### src/rtl/seg_display_arbiter_if.sv
// ============================================================================
//  Module      : seg_display_arbiter_if
//  Description : Request/value bus between display requesters and the
//                seven-segment display arbiter.
//  Revision    : 1.0 - initial release
// ============================================================================
`default_nettype none

interface seg_display_arbiter_if #(
    parameter int NUM_REQ = 4,
    parameter int VAL_W   = 16
);
    localparam int OWN_W = $clog2(NUM_REQ);

    logic [NUM_REQ-1:0]       req;
    logic [NUM_REQ*VAL_W-1:0] value_in;
    logic [NUM_REQ-1:0]       grant;
    logic [OWN_W-1:0]         owner;
    logic [VAL_W-1:0]         disp_value;
    logic                     disp_valid;

    // Requester side
    modport master (
        output req, value_in,
        input  grant, owner, disp_value, disp_valid
    );

    // Arbiter side
    modport slave (
        input  req, value_in,
        output grant, owner, disp_value, disp_valid
    );
endinterface

`default_nettype wire

### src/rtl/seg_display_arbiter.sv
// ============================================================================
//  Module      : seg_display_arbiter
//  Description : Round-robin sharing of one 4-digit seven-segment display
//                among NUM_REQ requesters with a minimum readable hold time.
//                Optional macro SEG_ARB_PRIORITY_EN makes requester 0 urgent.
//  Revision    : 1.0 - initial release
// ============================================================================
`default_nettype none

module seg_display_arbiter #(
    parameter int NUM_REQ     = 4,
    parameter int VAL_W       = 16,
    parameter int HOLD_CYCLES = 25_000_000
) (
    input  wire logic              clk,
    input  wire logic              rst_n,
    seg_display_arbiter_if.slave   bus
);

    localparam int OWN_W = $clog2(NUM_REQ);
    localparam int HCW   = $clog2(HOLD_CYCLES + 1);

    typedef enum logic [1:0] {
        S_IDLE    = 2'd0,
        S_GRANTED = 2'd1,
        S_SWITCH  = 2'd2
    } state_t;

    state_t             r_state;
    logic [NUM_REQ-1:0] r_grant;
    logic [OWN_W-1:0]   r_owner;
    logic [VAL_W-1:0]   r_disp_value;
    logic               r_disp_valid;
    logic [OWN_W-1:0]   r_rr_ptr;
    logic [HCW-1:0]     r_hold_cnt;

    logic [OWN_W-1:0]   w_pick;
    logic [NUM_REQ-1:0] w_pick_oh;
    logic               w_found;
    logic [OWN_W:0]     w_sum;
    logic [OWN_W-1:0]   w_idx;
    logic               w_any_req;
    logic [NUM_REQ-1:0] w_owner_oh;
    logic               w_owner_req;
    logic               w_others;
    logic [VAL_W-1:0]   w_owner_val;
    logic [OWN_W-1:0]   w_next_ptr;
    logic               w_hold_done;
    logic               w_preempt;
    logic               w_release;

    assign w_any_req = |bus.req;

    // Round-robin scan starting at r_rr_ptr; the sum stays below 2*NUM_REQ so one wrap suffices.
    always_comb begin
        w_pick  = '0;
        w_found = 1'b0;
        w_sum   = '0;
        w_idx   = '0;
        for (int k = 0; k < NUM_REQ; k++) begin
            w_sum = {1'b0, r_rr_ptr} + (OWN_W+1)'(k);
            if (w_sum >= (OWN_W+1)'(NUM_REQ)) begin
                w_sum = w_sum - (OWN_W+1)'(NUM_REQ);
            end
            w_idx = w_sum[OWN_W-1:0];
            if (!w_found && bus.req[w_idx]) begin
                w_found = 1'b1;
                w_pick  = w_idx;
            end
        end
`ifdef SEG_ARB_PRIORITY_EN
        if (bus.req[0]) begin
            w_pick = '0;
        end
`endif
    end

    always_comb begin
        w_pick_oh   = '0;
        w_owner_oh  = '0;
        w_owner_val = '0;
        for (int i = 0; i < NUM_REQ; i++) begin
            w_pick_oh[i]  = (w_pick == OWN_W'(i));
            w_owner_oh[i] = (r_owner == OWN_W'(i));
            if (r_owner == OWN_W'(i)) begin
                w_owner_val = bus.value_in[i*VAL_W +: VAL_W];
            end
        end
    end

    assign w_owner_req = |(bus.req & w_owner_oh);
    assign w_others    = |(bus.req & ~w_owner_oh);
    assign w_hold_done = (r_hold_cnt == HCW'(HOLD_CYCLES));
    assign w_next_ptr  = (r_owner == OWN_W'(NUM_REQ - 1)) ? '0 : r_owner + 1'b1;

`ifdef SEG_ARB_PRIORITY_EN
    // Requester 0 cuts in at once; it is itself exempt from hold expiry.
    assign w_preempt = (r_owner != '0) &&
                       (bus.req[0] || (w_others && w_hold_done));
`else
    assign w_preempt = w_others && w_hold_done;
`endif

    // A drop wins over a simultaneous hold expiry; both leave through the same path.
    assign w_release = !w_owner_req || w_preempt;

    always_ff @(posedge clk or negedge rst_n) begin
        if (!rst_n) begin
            r_state      <= S_IDLE;
            r_grant      <= '0;
            r_owner      <= '0;
            r_disp_value <= '0;
            r_disp_valid <= 1'b0;
            r_rr_ptr     <= '0;
            r_hold_cnt   <= '0;
        end else begin
            case (r_state)
                S_IDLE, S_SWITCH: begin
                    r_hold_cnt <= '0;
                    if (w_any_req) begin
                        r_state      <= S_GRANTED;
                        r_owner      <= w_pick;
                        r_grant      <= w_pick_oh;
                        r_disp_valid <= 1'b1;
                    end else begin
                        r_state      <= S_IDLE;
                        r_grant      <= '0;
                        r_disp_valid <= 1'b0;
                    end
                end

                S_GRANTED: begin
                    r_disp_value <= w_owner_val;
                    if (w_release) begin
                        // Pointer moves on leaving so the blank SWITCH cycle can arbitrate directly.
                        r_state      <= w_others ? S_SWITCH : S_IDLE;
                        r_grant      <= '0;
                        r_disp_valid <= 1'b0;
                        r_rr_ptr     <= w_next_ptr;
                    end else if (!w_hold_done) begin
                        r_hold_cnt <= r_hold_cnt + 1'b1;
                    end
                end

                default: begin
                    r_state      <= S_IDLE;
                    r_grant      <= '0;
                    r_disp_valid <= 1'b0;
                end
            endcase
        end
    end

    assign bus.grant      = r_grant;
    assign bus.owner      = r_owner;
    assign bus.disp_value = r_disp_value;
    assign bus.disp_valid = r_disp_valid;

endmodule

`default_nettype wire

### src/flat_wrapper.sv
// flat-port wrapper written by rule: the top's interface ports become plain ports
module seg_display_arbiter_flat 
#(
    parameter int NUM_REQ     = 4,
    parameter int VAL_W       = 16,
    parameter int HOLD_CYCLES = 25_000_000
)
  (clk, rst_n, bus_req, bus_value_in, bus_grant, bus_owner, bus_disp_value, bus_disp_valid);
  seg_display_arbiter_if #(.NUM_REQ(NUM_REQ), .VAL_W(VAL_W)) bus_i ();
  input  wire logic clk;
  input  wire logic rst_n;
  input wire logic [$bits(bus_i.req)-1:0] bus_req;
  input wire logic [$bits(bus_i.value_in)-1:0] bus_value_in;
  output wire logic [$bits(bus_i.grant)-1:0] bus_grant;
  output wire logic [$bits(bus_i.owner)-1:0] bus_owner;
  output wire logic [$bits(bus_i.disp_value)-1:0] bus_disp_value;
  output wire logic [$bits(bus_i.disp_valid)-1:0] bus_disp_valid;
  assign bus_i.req = bus_req;
  assign bus_i.value_in = bus_value_in;
  assign bus_grant = bus_i.grant;
  assign bus_owner = bus_i.owner;
  assign bus_disp_value = bus_i.disp_value;
  assign bus_disp_valid = bus_i.disp_valid;
  seg_display_arbiter #(.NUM_REQ(NUM_REQ), .VAL_W(VAL_W), .HOLD_CYCLES(HOLD_CYCLES)) u_core (.clk(clk), .rst_n(rst_n), .bus(bus_i));
endmodule
### config.mk
export PLATFORM = sky130hd
export DESIGN_NAME = seg_display_arbiter_flat
export DESIGN_NICKNAME = d
export VERILOG_FILES = /design/src/rtl/seg_display_arbiter_if.sv /design/src/rtl/seg_display_arbiter.sv /design/src/flat_wrapper.sv
export SDC_FILE = /design/constraint.sdc
export NUM_CORES = 1
export LEC_CHECK = 0
export CAP_MARGIN = 30
export CORE_MARGIN = 2
export CORE_UTILIZATION = 49
export CTS_BUF_LIST = sky130_fd_sc_hd__clkbuf_2 sky130_fd_sc_hd__clkbuf_4 sky130_fd_sc_hd__clkbuf_8
export DETAILED_ROUTE_END_ITERATION = 7
export PLACE_DENSITY = 0.85
export SYNTH_ARGS = -nofsm -noshare
export SYNTH_HDL_FRONTEND = slang
export SYNTH_SLANG_ARGS = --single-unit
### constraint.sdc
create_clock -name clk -period 3 [get_ports clk]
set_clock_uncertainty 0.1 [all_clocks]
set_input_delay 0.3 -clock clk [delete_from_list [all_inputs] [get_ports clk]]
set_output_delay 0.3 -clock clk [all_outputs]
set_load 0.05 [all_outputs]
* Yosys cells after proc, flatten, opt, wreduce, memory -nomap -nowiden
Index checks and enable logic that the tools add are counted.
Cells by class: add/subtract/negate cells 9, $lt $le $gt $ge 8, eq/ne operators 12, mux-type cells 37, bitwise gates (word level) 3, reduce and logical (&&, ||, !) cells 20
Operator list (number):
- $mux W16 | 4
- $mux W25 | 2
- $pmux W25 S2 | 1
- $add A25 B1 Y25 const B | 1
- $eq A25 B25 Y1 const B | 1
- $mux W2 | 11
- $lt A2 B3 Y1 const B | 4
- $reduce_or A4 Y1 | 3
- $eq A2 B2 Y1 const B | 5
- $mux W1 | 10
- $ge A3 B3 Y1 const B | 3
- $and A4 B4 Y4 | 2
- $bmux W1 S2 | 4
- $mux W4 | 2
- $pmux W4 S2 | 1
- $sub A2 B1 Y2 const B | 4
- $add A2 B2 Y3 const B | 2
- $eq A2 B1 Y1 const B | 3
- $logic_not A2 Y1 | 3
- $logic_and A1 B1 Y1 | 4
- $logic_not A1 Y1 | 4
- $ne A2 B2 Y1 const B | 2
- $not A4 Y4 | 1
- $pmux W2 S2 | 1
- 10 further kinds | 11
Storage, ports and cells: register bits after elaboration 52, input port bits 70, output and inout port bits 23, word-level logic and storage cells 96

* Longest topological paths before layout
Gate-level depths: netlist of run 1.
depth in word-level cells 17, gate-level depth with buffers 8, mapped depth without buffers 6

* Worst setup path after synthesis of run 1
Ideal clock, no wire load.
path type register -> register, from register u_core.r_owner[1] (netlist: u_core.bus.owner[1]), to register u_core.r_hold_cnt[22], setup time 0.110 ns, arrival time 2.343 ns, required time 2.790 ns, path slack 0.447 ns, stages on the path, launching flop included 9, clock period less this slack 2.553 ns, cell sequence dfrtp_1 > inv_1 > ha_1 > clkbuf_1 > a22o_1 > o211ai_1 > clkbuf_1 > o311ai_0 > o41ai_1
Between the ends: longest elaborated chain between the ends 8, elaborated cells between the ends (all ways) 14
RTL lines:
- from (decl) | RTL line seg_display_arbiter.sv:31 | logic [OWN_W-1:0] r_owner;
- from (signal assigned) | RTL line seg_display_arbiter.sv:122 | r_owner <= w_pick;
- $eq A2 B1 Y1 (tied with other cells) | RTL line seg_display_arbiter.sv:84 | w_owner_oh[i] = (r_owner == OWN_W'(i));
- $not A4 Y4 | RTL line seg_display_arbiter.sv:92 | assign w_others = |(bus.req & ~w_owner_oh);
- $and A4 B4 Y4 | RTL line seg_display_arbiter.sv:92
- $reduce_or A4 Y1 | RTL line seg_display_arbiter.sv:92
- $logic_and A1 B1 Y1 | RTL line seg_display_arbiter.sv:101 | assign w_preempt = w_others && w_hold_done;
- $logic_or A1 B1 Y1 * | RTL line seg_display_arbiter.sv:105 | assign w_release = !w_owner_req || w_preempt;
- $ne A2 B2 Y1 (no line) *
- $reduce_and A3 Y1 (no line) *
- to (signal assigned) | RTL line seg_display_arbiter.sv:141 | r_hold_cnt <= r_hold_cnt + 1'b1;
- to (decl) | RTL line seg_display_arbiter.sv:35 | logic [HCW-1:0] r_hold_cnt;
Every way passes the cells marked *; elsewhere a longest branch is shown, timed or not. A chain may end at the register's enable or synchronous reset.

==> impl_metrics.toml, run 1 <==
[global_routing]
first_global_vias = 3033
track_usage = 0.251
grt_max_degree = 35
grt-ovfl-total = 0
antenna_found_initial = 0
grt_pass1_wl_um = 14800

[synthesis]
synthTopCellsByArea = "dfrtp_1, a21oi_1, a211o_1, a221oi_1, inv_1"
netlist_instances = 356
syn_avg_cell_area_um2 = 8.88
synth_edf_count = 0
syn_area_um2 = 3160
seq_area_frac_synth = 0.404
postSynthRegisterBits = 51
synth_top_area_frac = 0.404
syn_nets = 432
synth_async_sr_flop_share = 1.00
synth_cell_types = 51
synth_flop_cell = "dfrtp_1"
ys_warn_count = 0
synth_area_leader_cell = "dfrtp_1"

[pwr]
p_int_uw = 1990
p_switching_uw = 1900
p_leak_uw = 0.00174
peakVddDrop_mv = 0.489
power_frac_comb = 0.617
p_clk_frac = 0.110
swShare = 0.488
power_density_nw_per_um2 = 908
power_frac_seq = 0.273

[setup_path]
path_delay_family = "buffers and inverters"
crit_path_end_kind = "primary output"
path_cells = "clkdlybuf4s50_1"
cp-startpoint = "u_core.r_state[0]$_DFFE_PN0P_"
crit_path_max_incr_delay_ns = 0.93
cp-start-kind = "flop"
cp.required_ns = 2.60
criticalPathCategory = "flop to primary output"
path_max_fanout = 22
timing.rr.start = "u_core.r_hold_cnt[0]$_DFFE_PN0P_"
path_buf_inv = 1
crit_slowest_cell = "clkdlybuf4s50_1"
crit_arrival_ns = 2.05

[clocking]
cts_resized = 0
cts.sinks = 51
clk_pin_slew_worst_paths_ns = 0.10
cts_tree = "built"
cts_made_buffers = 5
cts_max_level = 2
clk_latency_ns = 0.32
postCtsSetupBuffers = 0
holdBufCountCts = 1
clockBufferDepth = 2
cts_root_buf = "clkbuf_8"

[floorplanning]
io_pins = 93
die_h_um = 84.3
die_area_um2 = 7110
num_rows = 29
initial_core_util = 0.504
fp.coreArea_um2 = 6280
die_x_um = 84.3

[routing]
totalWireLength_um = 8780
drtIter0Drc = 188
drtAntennaViolNets = 0
routed-via-count = 3146
viasPerCell = 6.04
avgRoutedWirePerCell_um = 16.8
first_pass_iters = 5
drc = 0

[timing]
tightest_slew_ns = 0.692
rsz0062_at_grt = "false"
hold_violations = 0
timing.final.crit_period_ns = 2.45
slew_headroom = 0.539
period_share = 0.816
hold_ws_ns = 0.366
drv_slew = 0
fmax_mhz = 409
finalSetupTns_ns = 0
setup_viol = 0

[placed_design]
io_buffer_count = 92
dpl.hpwl_um = 6480
gp_congestion = 0.828

[job]
cap_violations = 0

[layout]
area_growth_pct = 35.4
final.fill_count = 511
multi_input_area_um2 = 1690
antenna_cells = 0
seq_area_um2 = 1280
drive_gt1_frac = 0.0586
fin_util = 0.682
final_nets = 519

[status]
outcome = "complete, no violations"

[hold_path]
hp-class = "primary input to async pin"
## synth_stat cells, drive strengths merged, types with 6 or more instances
master,n
nand2,14
a21oi,48
o21ai,11
a211o,16
clkbuf,23
nand4,6
nand3,12
nor2,24
or4,8
nand2b,13
a221oi,16
ha,6
inv,27
or3,8
dfrtp,51
## layout make-up
| type | instances | share of cell area |
|---|---|---|
| Multi-Input combinational cell | 254 | 0.396 |
| Sequential cell | 51 | 0.298 |
| Timing Repair Buffer | 103 | 0.237 |
| Inverter | 28 | 0.0246 |
| Tap cell | 77 | 0.0225 |
| Clock buffer | 5 | 0.0161 |
| Clock inverter | 3 | 0.00614 |
## path summary, 6_finish.rpt
| check | end | slack (ns) | depth (start not counted) |
|---|---|---|---|
| setup reg to reg | u_core.r_hold_cnt[1]$_DFFE_PN0P_ | 0.68 | 6 |
| hold reg to reg | u_core.bus.disp_value[2]$_DFFE_PN0P_ | 0.44 | 2 |
| hold / removal | u_core.r_hold_cnt[15]$_DFFE_PN0P_ | 0.37 | 2 |
| max in group asynchronous | u_core.r_rr_ptr[1]$_DFFE_PN0P_ | 1.90 | 3 |
| setup / recovery | bus_disp_valid | 0.55 | 1 |
| min in group clk | u_core.bus.disp_value[2]$_DFFE_PN0P_ | 0.44 | 2 |
## registers in the layout, indices dropped and copies added (netlist names)
name,count
u_core.r_rr_ptr,2
u_core.bus.disp_value,16
u_core.bus.owner,2
u_core.r_hold_cnt,25
u_core.r_state,2
u_core.bus.grant,4
## power by group through the flow
stage | Clock (uW) | Combinational (uW) | Sequential [uW]
2_1_floorplan | 0 | 1150 | 1560
3_3_place_gp | 0 | 2340 | 1060
3_5_place_dp | 0 | 2410 | 1070
4_1_cts | 440 | 2420 | 1060
5_1_grt | 468 | 2590 | 1090
6_report | 426 | 2400 | 1060
## routing by layer
layer | GRT usage | share of wire | vias to the layer above
li1 | - | - | 1530
met1 | 0.345 | 0.43 | 1500
met2 | 0.419 | 0.48 | 109
met3 | 0.0482 | 0.087 | 7
met4 | 0.0476 | 0.0085 | 0
met5 | 0 | 0 | -
## layout by cell type (no fill, tap or decap), drive strengths merged, types with 5 or more instances in the layout
master         count
or4                8
nand2b            13
clkdlybuf4s50     91
a21oi             48
o31ai              5
mux2i              5
buf               11
nor2              24
o21ai             11
nand4              6
or3                8
a211o             16
clkbuf             5
inv               29
ha                 6
nand3             12
nand2             14
a221oi            16
dfrtp             51
## metrics by stage
stage / power, uW / setup slack (ns) / std cells / instance area, um^2
floorplan: 2710 / 0.447 / 356 / 3160
global placement: 3400 / 0.666 / 511 / 4160
detailed placement: 3490 / 0.610 / 512 / 4180
CTS: 3910 / 0.569 / 521 / 4280
global route: 4150 / 0.466 / 521 / 4280
finish: 3890 / 0.553 / 521 / 4280
## cells by family after synthesis
kind of cell             after synthesis  share of synthesized area
flip-flops                            51                      0.404
buffers and inverters                 51                     0.0605
adder cells (fa/ha/maj)                6                     0.0237
multiplexers                           5                     0.0158
AO/OA/AOI/OAI                        131                      0.285
XOR/XNOR                               4                     0.0111
AND/OR/NAND/NOR                      108                      0.200
Note: power is estimated with default switching activity, not from simulation.
==> run 2, diff against run 1 <==
==> constraint.sdc (replaced) <==
create_clock -name clk -period 2.5 [get_ports clk]
set_clock_uncertainty 0.1 [all_clocks]
set_input_delay 0.25 -clock clk [delete_from_list [all_inputs] [get_ports clk]]
set_output_delay 0.25 -clock clk [all_outputs]
set_load 0.05 [all_outputs]
==> impl_metrics.toml, run 2 (same netlist as run 1, synthesis figures left out) <==
[status]
outcome = "complete, no violations"

[pwr]
power_frac_seq = 0.264
power_frac_comb = 0.616
p_int_uw = 2510
p_leak_uw = 0.00176
total_power_uw = 4790
p_clk_frac = 0.120
p_switching_uw = 2280
peakVddDrop_mv = 0.668
power_density_nw_per_um2 = 1110
swShare = 0.476

[timing]
timing.final.crit_period_ns = 2.29
fin_ws_ns = 0.207
setup_viol = 0
finalSetupTns_ns = 0
fmax_mhz = 436
rsz0062_at_grt = "false"
tightest_slew_ns = 0.635
drv_slew = 0
hold_violations = 0
slew_headroom = 0.577
period_share = 0.917

[layout]
largest_register = "u_core.r_hold_cnt"
largest_reg_flops = 25
final_cell_mix = "clkdlybuf4s50_1, dfrtp_1, a21oi_1, inv_1, nor2_1"
seq_area_um2 = 1280
final_common_cell = "clkdlybuf4s50_1"
final_nets = 522
antenna_cells = 0
area_growth_pct = 36.3
multi_input_area_um2 = 1690
drive_gt1_frac = 0.0671
final.fill_count = 479

[clocking]
cts.sinks = 51
cts_max_level = 2
clk_pin_slew_worst_paths_ns = 0.09
postCtsSetupBuffers = 0
clockBufferDepth = 2
cts_made_buffers = 5
cts_resized = 0
cts_root_buf = "clkbuf_8"
cts_tree = "built"
holdBufCountCts = 1
clk_latency_ns = 0.31

[floorplanning]
die_area_um2 = 7110
die_h_um = 84.3
num_rows = 29
io_pins = 93
die_x_um = 84.3
initial_core_util = 0.504
fp.coreArea_um2 = 6280

[setup_path]
cp-start-kind = "flop"
crit_arrival_ns = 2.44
criticalPathCategory = "flop to flop"
path_max_fanout = 8
crit_path_end_kind = "flop"
cp.required_ns = 2.65

[global_routing]
track_usage = 0.248
antenna_found_initial = 0
grt_pass1_wl_um = 14600
first_global_vias = 3029
grt_max_degree = 52
grt-ovfl-total = 0

[placed_design]
pre_cts_ws_ns = 0.223
gp_congestion = 0.921
dpl.hpwl_um = 6660
io_buffer_count = 92

[job]
cap_violations = 0

[routing]
drtIter0Drc = 216
totalWireLength_um = 8980
first_pass_iters = 4
drtAntennaViolNets = 0
routed-via-count = 3183
avgRoutedWirePerCell_um = 17.1
drc = 0
viasPerCell = 6.07

[hold_path]
hp-class = "flop to flop"
-- run 2: cell types whose count changed in the layout (fill, tap and decap cells not counted), sizes merged --
cell / previous run / this run
bufinv: 0 / 1
clkinv: 2 / 3
inv: 29 / 27
buf: 11 / 14
-- run 2: power by group through the flow --
stage	combinational [uW]	sequential, uW	clock, uW
finish	2950	1260	574
global route	3170	1290	629
CTS	2950	1260	589
detailed placement	2950	1280	0
global placement	2870	1260	0
floorplan	1390	1870	0
-- run 2: area by class of cell --
type                       count  share of cell area
multi-input combinational    254               0.393
clock buffer                   5              0.0160
tap                           77              0.0224
clock inverter                 3              0.0102
timing repair buffer         106               0.238
inverter                      28              0.0244
sequential                    51               0.296
-- run 2: final timing paths --
check | start | slack (ns) | depth (start not counted) | endpoint
setup / recovery | u_core.r_hold_cnt[17]$_DFFE_PN0P_ | 0.21 | 4 | u_core.r_rr_ptr[1]$_DFFE_PN0P_
hold / removal | u_core.bus.disp_value[1]$_DFFE_PN0P_ | 0.44 | 2 | u_core.bus.disp_value[1]$_DFFE_PN0P_
setup reg to reg | u_core.r_hold_cnt[17]$_DFFE_PN0P_ | 0.21 | 4 | u_core.r_rr_ptr[1]$_DFFE_PN0P_
hold reg to reg | u_core.bus.disp_value[1]$_DFFE_PN0P_ | 0.44 | 2 | u_core.bus.disp_value[1]$_DFFE_PN0P_
max in group asynchronous | rst_n | 1.37 | 3 | u_core.bus.owner[1]$_DFFE_PN0P_
min in group asynchronous | rst_n | 0.47 | 3 | u_core.r_hold_cnt[12]$_DFFE_PN0P_
-- run 2: routing by layer --
layer	track usage	share of wire	wire length, um	vias to the layer above
li1	-	-	-	1536
met1	0.322	0.43	3820	1516
met2	0.425	0.49	4380	118
met3	0.0541	0.073	655	13
met4	0.0592	0.013	121	0
met5	0	0	0	-
-- run 2: per-stage QoR --
stage,hold slack [ns],utilization,area [um^2],std cells
global placement,0.288,0.667,4190,515
floorplan,-0.146,-,3160,356
finish,0.443,0.686,4310,524
global route,0.479,0.686,4310,524
detailed placement,0.298,0.667,4190,515
CTS,0.443,0.686,4310,524
-- run 2: critical path: stages, from the launching register on --
cell and delay, ns:
dfrtp_1 0.46, or4_1 0.55, or4b_4 0.53, or4b_1 0.51, nand3_1 0.10
==> run 3, diff against run 2 <==
--- a/config.mk
+++ b/config.mk
@@ -6,11 +6,13 @@
 export NUM_CORES = 1
 export LEC_CHECK = 0
 export CAP_MARGIN = 30
+export CELL_PAD_IN_SITES_DETAIL_PLACEMENT = 1
+export CELL_PAD_IN_SITES_GLOBAL_PLACEMENT = 2
 export CORE_MARGIN = 2
-export CORE_UTILIZATION = 49
+export CORE_UTILIZATION = 29
 export CTS_BUF_LIST = sky130_fd_sc_hd__clkbuf_2 sky130_fd_sc_hd__clkbuf_4 sky130_fd_sc_hd__clkbuf_8
 export DETAILED_ROUTE_END_ITERATION = 7
-export PLACE_DENSITY = 0.85
+export PLACE_DENSITY = 0.86
 export SYNTH_ARGS = -nofsm -noshare
 export SYNTH_HDL_FRONTEND = slang
 export SYNTH_SLANG_ARGS = --single-unit
==> impl_metrics.toml, run 3 (same netlist as run 1, synthesis figures left out) <==
[pwr]
total_power_uw = 4790
power_frac_comb = 0.629
p_switching_uw = 2340
p_int_uw = 2450
p_clk_frac = 0.110
p_leak_uw = 0.00177
peakVddDrop_mv = 0.568
power_frac_seq = 0.262
power_density_nw_per_um2 = 1080
swShare = 0.489

[layout]
finalNonFillerCells = 591
final_common_cell = "clkdlybuf4s50_1"
drive_gt1_frac = 0.0754
largest_register = "u_core.r_hold_cnt"
area_growth_pct = 39.7
fin_util = 0.411
final_nets = 526
final_cell_mix = "clkdlybuf4s50_1, dfrtp_1, a21oi_1, inv_1, nor2_1"
largest_reg_flops = 25
antenna_cells = 0

[placed_design]
place_inst = 582
io_buffer_count = 92
dpl.hpwl_um = 7760
gp_congestion = 0.813

[setup_path]
cp.required_ns = 2.66
crit_slowest_cell = "or4_1"
criticalPathCategory = "flop to flop"
path_cells = "or4_1 > or4b_4 > or4b_1 > nand3_1"
path_delay_family = "simple AND/OR/NAND/NOR gates"
cp-start-kind = "flop"
path_buf_inv = 0
path_max_fanout = 8
crit_arrival_ns = 2.47
crit_path_max_incr_delay_ns = 0.55
crit_path_end_kind = "flop"

[status]
outcome = "complete, no violations"

[floorplanning]
initial_core_util = 0.294
die_h_um = 108
die_area_um2 = 11800
fp.coreArea_um2 = 10700
io_pins = 93
num_rows = 38
die_x_um = 108

[timing]
timing.final.crit_period_ns = 2.31
rsz0062_at_grt = "false"
setup_viol = 0
hold_violations = 0
hold_ws_ns = 0.384
slew_headroom = 0.596
fmax_mhz = 433
tightest_slew_ns = 0.606
period_share = 0.924
drv_slew = 0
finalSetupTns_ns = 0

[clocking]
clk_pin_slew_worst_paths_ns = 0.11
clockBufferDepth = 2
cts_root_buf = "clkbuf_8"
clk_latency_ns = 0.31
cts.sinks = 51
cts_made_buffers = 5
cts_tree = "built"
cts_max_level = 2

[routing]
first_pass_iters = 4
avgRoutedWirePerCell_um = 17.5
viasPerCell = 5.49
drtAntennaViolNets = 0
drtIter0Drc = 173
drc = 0
totalWireLength_um = 10300
routed-via-count = 3247

[job]
cap_violations = 0

[global_routing]
track_usage = 0.173
grt_max_degree = 33
grt_pass1_wl_um = 16500
first_global_vias = 3326
antenna_found_initial = 0
grt-ovfl-total = 0

[hold_path]
hp-class = "primary input to async pin"
==> run 3: metrics by stage <==
step,worst slack (ns),area [um^2]
2_1_floorplan,0.0154,3160
3_3_place_gp,0.253,4310
3_5_place_dp,0.196,4310
4_1_cts,0.177,4420
5_1_grt,0.115,4420
6_report,0.190,4420
==> run 3: worst paths after layout <==
path,from,end,slack [ns],cells after the start
worst max-delay path,u_core.r_hold_cnt[17]$_DFFE_PN0P_,u_core.r_rr_ptr[1]$_DFFE_PN0P_,0.19,4
worst min-delay path,rst_n,u_core.bus.disp_value[10]$_DFFE_PN0P_,0.38,2
worst max register to register,u_core.r_hold_cnt[17]$_DFFE_PN0P_,u_core.r_rr_ptr[1]$_DFFE_PN0P_,0.19,4
worst min register to register,u_core.bus.disp_value[3]$_DFFE_PN0P_,u_core.bus.disp_value[3]$_DFFE_PN0P_,0.44,2
max in group asynchronous,rst_n,u_core.r_hold_cnt[24]$_DFFE_PN0P_,1.33,3
min in group clk,u_core.bus.disp_value[3]$_DFFE_PN0P_,u_core.bus.disp_value[3]$_DFFE_PN0P_,0.44,2
==> run 3: worst reg2reg max path, cell delays in order, from the launching register on <==
cell and delay, ns:
dfrtp_1 0.47, or4_1 0.55, or4b_4 0.54, or4b_1 0.53
nand3_1 0.09
==> run 3: area by class of cell <==
class	count	area [um^2]
repair buffers	110	1070
clock inverters	2	16.3
flip-flops and latches	51	1280
fillers	1276	6330
multi-input cells	254	1690
inverters	28	105
well taps	140	175
clock buffers	6	82.6
==> run 3: repair_timing <==
item | in CTS | in global routing
hold buffers | 1 | 0
buffers inserted | 0 | 0
resized for setup | 0 | 0
endpoints found under the hold margin | 22 | 0
==> run 3: power by group through the flow <==
stage          Clock, uW  Sequential [uW]  Combinational (uW)
2_1_floorplan          0             1870                1390
3_3_place_gp           0             1260                2970
3_5_place_dp           0             1270                3030
4_1_cts              545             1250                3030
5_1_grt              576             1280                3290
6_report             525             1250                3010
==> run 3: layer usage <==
metal	vias to the layer above	global-route usage	wire length, um
li1	1537	-	-
met1	1606	0.225	4680
met2	96	0.301	4760
met3	8	0.0380	802
met4	0	0.0266	80
met5	-	0	0
